**src/rtl/tilemap_scanner.sv**
```systemverilog
// tilemap_scanner
//
// Walks a COLS x ROWS tile map once per start request. For every cell it reads
// the tile index from the map RAM. It skips indices outside the tile ROM, and
// for every other cell it hands the tile's ROM base and screen origin to a
// downstream tile drawer, then waits for the drawer to finish.
//
// Optional feature: define TILEMAP_SKIP_BLANK_EN so that index 0 is treated
// as a blank cell and is skipped like an out-of-range index.
//
// Ports
//   clk            sole clock, rising edge
//   resetn         asynchronous, active-low reset
//   start          request one full-screen redraw (ignored while scanning)
//   map_address    tile-map RAM address, row*COLS+col
//   map_data       tile index, valid one cycle after map_address changes
//   drawer_active  busy flag of the downstream tile drawer
//   draw           one-cycle request to the tile drawer
//   tile_address   ROM byte base of the tile, index*192
//   x_pos, y_pos   tile origin in pixels, col*8 and row*8
//   busy           high from start acceptance until frame completion
//   done           one-cycle pulse at frame completion
//   timeout_err    sticky flag: the drawer did not acknowledge a draw
module tilemap_scanner #(
    parameter int COLS      = 20,
    parameter int ROWS      = 15,
    parameter int NUM_TILES = 21
) (
    input  logic        clk,
    input  logic        resetn,
    input  logic        start,
    output logic [8:0]  map_address,
    input  logic [7:0]  map_data,
    input  logic        drawer_active,
    output logic        draw,
    output logic [11:0] tile_address,
    output logic [7:0]  x_pos,
    output logic [7:0]  y_pos,
    output logic        busy,
    output logic        done,
    output logic        timeout_err
);

    localparam int CW = (COLS > 1) ? $clog2(COLS) : 1;
    localparam int RW = (ROWS > 1) ? $clog2(ROWS) : 1;
    localparam logic [CW-1:0] COL_LAST    = CW'(COLS - 1);
    localparam logic [RW-1:0] ROW_LAST    = RW'(ROWS - 1);
    localparam logic [8:0]    TILE_LIMIT  = 9'(NUM_TILES);
    localparam logic [3:0]    ACK_LAST    = 4'd15;

    typedef enum logic [2:0] {
        IDLE,
        READ,
        WAIT_MAP,
        ISSUE,
        WAIT_ACK,
        WAIT_DRAW,
        NEXT,
        FINISH
    } state_t;

    state_t        state;
    logic [CW-1:0] col;
    logic [RW-1:0] row;
    logic [3:0]    ack_count;

    logic          skip_cell;
    logic          last_cell;
    logic [11:0]   tile_base;
    logic [7:0]    x_cell;
    logic [7:0]    y_cell;

`ifdef TILEMAP_SKIP_BLANK_EN
    assign skip_cell = ({1'b0, map_data} >= TILE_LIMIT) || (map_data == 8'd0);
`else
    assign skip_cell = ({1'b0, map_data} >= TILE_LIMIT);
`endif

    // index*192 as index*128 + index*64; the 12-bit result wraps for large
    // indices, but those are skipped and never reach the drawer.
    assign tile_base = {map_data[4:0], 7'b000_0000} + {map_data[5:0], 6'b00_0000};
    assign x_cell    = 8'({col, 3'b000});
    assign y_cell    = 8'({row, 3'b000});
    assign last_cell = (col == COL_LAST) && (row == ROW_LAST);

    always_ff @(posedge clk or negedge resetn) begin
        if (!resetn) begin
            state        <= IDLE;
            col          <= '0;
            row          <= '0;
            ack_count    <= '0;
            map_address  <= '0;
            tile_address <= '0;
            x_pos        <= '0;
            y_pos        <= '0;
            draw         <= 1'b0;
            busy         <= 1'b0;
            done         <= 1'b0;
            timeout_err  <= 1'b0;
        end else begin
            // draw and done are single-cycle pulses
            draw <= 1'b0;
            done <= 1'b0;
            case (state)
                IDLE: begin
                    if (start) begin
                        col         <= '0;
                        row         <= '0;
                        map_address <= '0;
                        busy        <= 1'b1;
                        timeout_err <= 1'b0;
                        state       <= READ;
                    end
                end
                // map_address already holds row*COLS+col here; the RAM answers
                // in the following cycle.
                READ: state <= WAIT_MAP;
                WAIT_MAP: begin
                    tile_address <= tile_base;
                    x_pos        <= x_cell;
                    y_pos        <= y_cell;
                    if (skip_cell) begin
                        state <= NEXT;
                    end else begin
                        draw      <= 1'b1;
                        ack_count <= '0;
                        state     <= ISSUE;
                    end
                end
                ISSUE: state <= WAIT_ACK;
                WAIT_ACK: begin
                    if (drawer_active) begin
                        state <= WAIT_DRAW;
                    end else if (ack_count == ACK_LAST) begin
                        // 16th cycle without acknowledge: give up on this cell
                        timeout_err <= 1'b1;
                        state       <= NEXT;
                    end else begin
                        ack_count <= ack_count + 4'd1;
                    end
                end
                WAIT_DRAW: begin
                    if (!drawer_active) begin
                        state <= NEXT;
                    end
                end
                NEXT: begin
                    if (last_cell) begin
                        busy  <= 1'b0;
                        done  <= 1'b1;
                        state <= FINISH;
                    end else begin
                        // cells are visited in raster order, so the map
                        // address is simply the running cell count
                        map_address <= map_address + 9'd1;
                        if (col == COL_LAST) begin
                            col <= '0;
                            row <= row + RW'(1);
                        end else begin
                            col <= col + CW'(1);
                        end
                        state <= READ;
                    end
                end
                FINISH: state <= IDLE;
                default: state <= IDLE;
            endcase
        end
    end

endmodule

```
**config.mk**
```make
export PLATFORM = sky130hd
export DESIGN_NAME = tilemap_scanner
export DESIGN_NICKNAME = d
export VERILOG_FILES = /design/src/rtl/tilemap_scanner.sv
export SDC_FILE = /design/constraint.sdc
export NUM_CORES = 1
export LEC_CHECK = 0
export ABC_AREA = 1
export CORE_ASPECT_RATIO = 0.75
export CORE_MARGIN = 5
export CORE_UTILIZATION = 45
export CTS_CLUSTER_SIZE = 25
export DETAILED_ROUTE_END_ITERATION = 12
export GPL_TIMING_DRIVEN = 0
export PLACE_DENSITY = 0.76
export SYNTH_ARGS = -nofsm -noshare
export SYNTH_HDL_FRONTEND = slang
export SYNTH_SLANG_ARGS = --single-unit
```
**constraint.sdc**
```tcl
create_clock -name clk -period 4.09 [get_ports clk]
set_input_delay 0.818 -clock clk [delete_from_list [all_inputs] [get_ports clk]]
set_output_delay 0.818 -clock clk [all_outputs]
set_load 0.01 [all_outputs]
```
==> qor.yml <==
grt:
  antenna_found_initial: 0
  grt_pass1_vias: 2102
  globalRouteOverflowTotal: 0
  grt_pass1_wl_mm: 9.604
  grt_max_degree: 32
  grt.total_usage: 0.1641
timing:
  rsz0062_at_grt: "no"
  setup_viol: 0
  fin_crit_ns: 2.239
  finalHoldViolations: 0
  worst_slack_ns: 1.851
  drv_slew: 0
  finClkSkew_ns: 0.008670
  tns_ns: 0
  fin_crit_sh: 0.5474
  max_freq_mhz: 446.7
floorplanning:
  die_h_um: 75.23
  row_count: 23
  fp.dieArea_sq_um: 7294
  core_area_sq_um: 5410
  dieWidth_um: 96.97
  io_pins: 53
  initial_utilization: 0.4718
detailed_routing:
  wl_met2_mm: 2.601
  drtAntennaViolNets: 0
  drt_wl_total_mm: 5.531
  via_count: 2195
  met1_length_mm: 2.600
  via_per_inst: 4.793
  wl_met3_um: 250
  first_pass_iters: 4
  drtIter0Drc: 158
  top_layer: "met4"
  routedWlPerCell_um: 12.08
  route.detailed.drc: 0
setup_path:
  path_delay_family: "adder cells"
  crit_start: "map_data[1]"
  r2r-end: "map_address[8]"
  crit_slowest_cell: "clkdlybuf4s50_1"
  path_buf_inv: 1
  endpoint: "tile_address[11]"
  timing.rr.start: "col[0]"
  reg2reg_depth: 8
  critPathKind: "in -> reg"
  worst_setup_path_start_kind: "input pin"
  critPathArrivalTime_ns: 2.42
  slowest_delay_ns: 0.49
  required_ns: 4.27
  worstSetupPathDepth: 9
  r2r_slack_ns: 2.37
  cp-end-kind: "flip-flop"
  crit_fanout: 4
  worst_path_most_repeated_cell: "nand2_1"
  crit_chain: "clkdlybuf4s50_1 > ha_1 > fa_1 > nand2_1 > a21oi_1 > nor2_1 > nand2_1 > nand3_1 > nand2_1"
synthesis:
  ys_top_cells_by_area: "dfrtp_1 43%, nand2_1 16%, ha_1 6.4%"
  ys_seq_elements: 44
  yosysSeqAreaShare: 0.4314
  synth_area_leader_cell: "dfrtp_1"
  ys_warn_count: 0
  syn_area_sq_um: 2552
  synth.most_common_cell: "nand2_1"
  synthCells: 324
  synth_ff_type: "dfrtp_1"
  synth_top_cells_by_count: "112 x nand2_1, 44 x dfrtp_1, 35 x inv_1, 25 x nand3_1, 14 x buf_4"
  synth_top_area_share: 0.4314
  async_flop_share: 1.000
  netlist-cell-type-count: 31
  avgSynthCellArea_sq_um: 7.878
  synth_edf_count: 0
power_and_ir_drop:
  finalPower_uw: 1542
  total_leakage_power_uw: 0.001617
  p_per_area_nw_per_um2: 485.3
  ir_worst_vdd_v: 0.0002490
final_layout:
  seq_area_sq_um: 1101
  n_fill_cell: 493
  drive_gt1_frac: 0.1070
  antenna_cells: 0
  nets: 409
  area_growth_pct: 24.51
  multiInputGateArea_sq_um: 1210
  finalNonFillerCells: 458
clock_network:
  clock-sinks: 44
  cts_buffers: 5
  clk_latency_ns: 0.30
  cts_buffer_depth: 2
  root_buffer: "clkbuf_8"
  post_cts_buffers: 0
  cts_tree: "built"
  htree_levels: 2
  cts-resized-gates: 0
  hold_buffers: 0
  clk_pin_slew_ns: 0.08
place:
  gp_congestion: 0.8548
  dp.cells: 451
  port_buffers: 39
  hpwl_mm: 4.251
  dpl_worst_slack_ns: 1.537
run:
  max_cap_viol_count: 0
run_status:
  status: "complete, no violations"
min_path:
  holdCritPathClass: "in -> async"
how the worst min path moves through the flow:
stage	slack (ns)	cells after the start	start	endpoint
floorplan	0.47	2	ack_count[1]	ack_count[1]
global placement	0.46	2	x_pos[5]	x_pos[5]
detailed placement	0.46	2	busy	busy
CTS	0.40	1	resetn	tile_address[8]
global route	0.41	1	resetn	tile_address[8]
finish	0.41	1	resetn	tile_address[8]
metal layers:
layer,global-route usage,vias to the layer above
li1,-,1123
met1,0.2110,1021
met2,0.2683,44
met3,0.04167,7
met4,0.07165,0
met5,0,-
cells by family (layout without fill, tap and decap cells):
logic type,Yosys count,count (layout),share of synthesized area
and+or+nand+nor,171,171,0.2971
other,1,13,0.001469
AOI/OAI and AO/OA,29,29,0.06225
adders and majority gates,14,14,0.07157
buffers and inverters,58,105,0.1123
DFF,44,44,0.4314
xor gates and xnor gates,7,7,0.02402
state kept, by name, indices dropped and copies added (netlist names):
register      cells
busy              1
ack_count         4
map_address       9
y_pos             4
timeout_err       1
done              1
tile_address      6
col               5
draw              1
x_pos             5
row               4
state             3
metrics by stage:
step	hold slack, ns	instance area (sq um)	util
after floorplan	0.4681	2597	-
after CTS	0.4027	3178	0.5874
after detailed placement	0.4608	3097	0.5724
after global placement	0.4624	3082	0.5696
after global routing	0.4141	3178	0.5874
final	0.4065	3178	0.5874
cell usage in the layout, fill, tap and decap left out, types with 9 or more instances in the layout:
cell type | Yosys | routed
buf_4 | 14 | 14
clkdlybuf4s50_1 | 0 | 38
conb_1 | 1 | 13
dfrtp_1 | 44 | 44
ha_1 | 13 | 13
inv_1 | 35 | 35
nand2_1 | 112 | 112
nand3_1 | 25 | 25
nand4_1 | 10 | 10
nor2_1 | 10 | 10
o21ai_0 | 9 | 9
o21ai_1 | 10 | 10
power breakdown:
| group | internal, uW | switching (uW) |
|---|---|---|
| registers | 534 | 78.8 |
| clock network | 116 | 143 |
| logic | 282 | 389 |
| total | 931 | 611 |
area by class of cell:
class | count | share of cell area
inverter | 39 | 0.04646
clock inverter | 2 | 0.003937
timing repair buffer | 40 | 0.1276
clock buffer | 5 | 0.02165
sequential | 44 | 0.3465
buffer | 19 | 0.04370
tap | 75 | 0.02953
multi-input combinational | 234 | 0.3807
No activity file was read; power rests on OpenSTA's default activity.
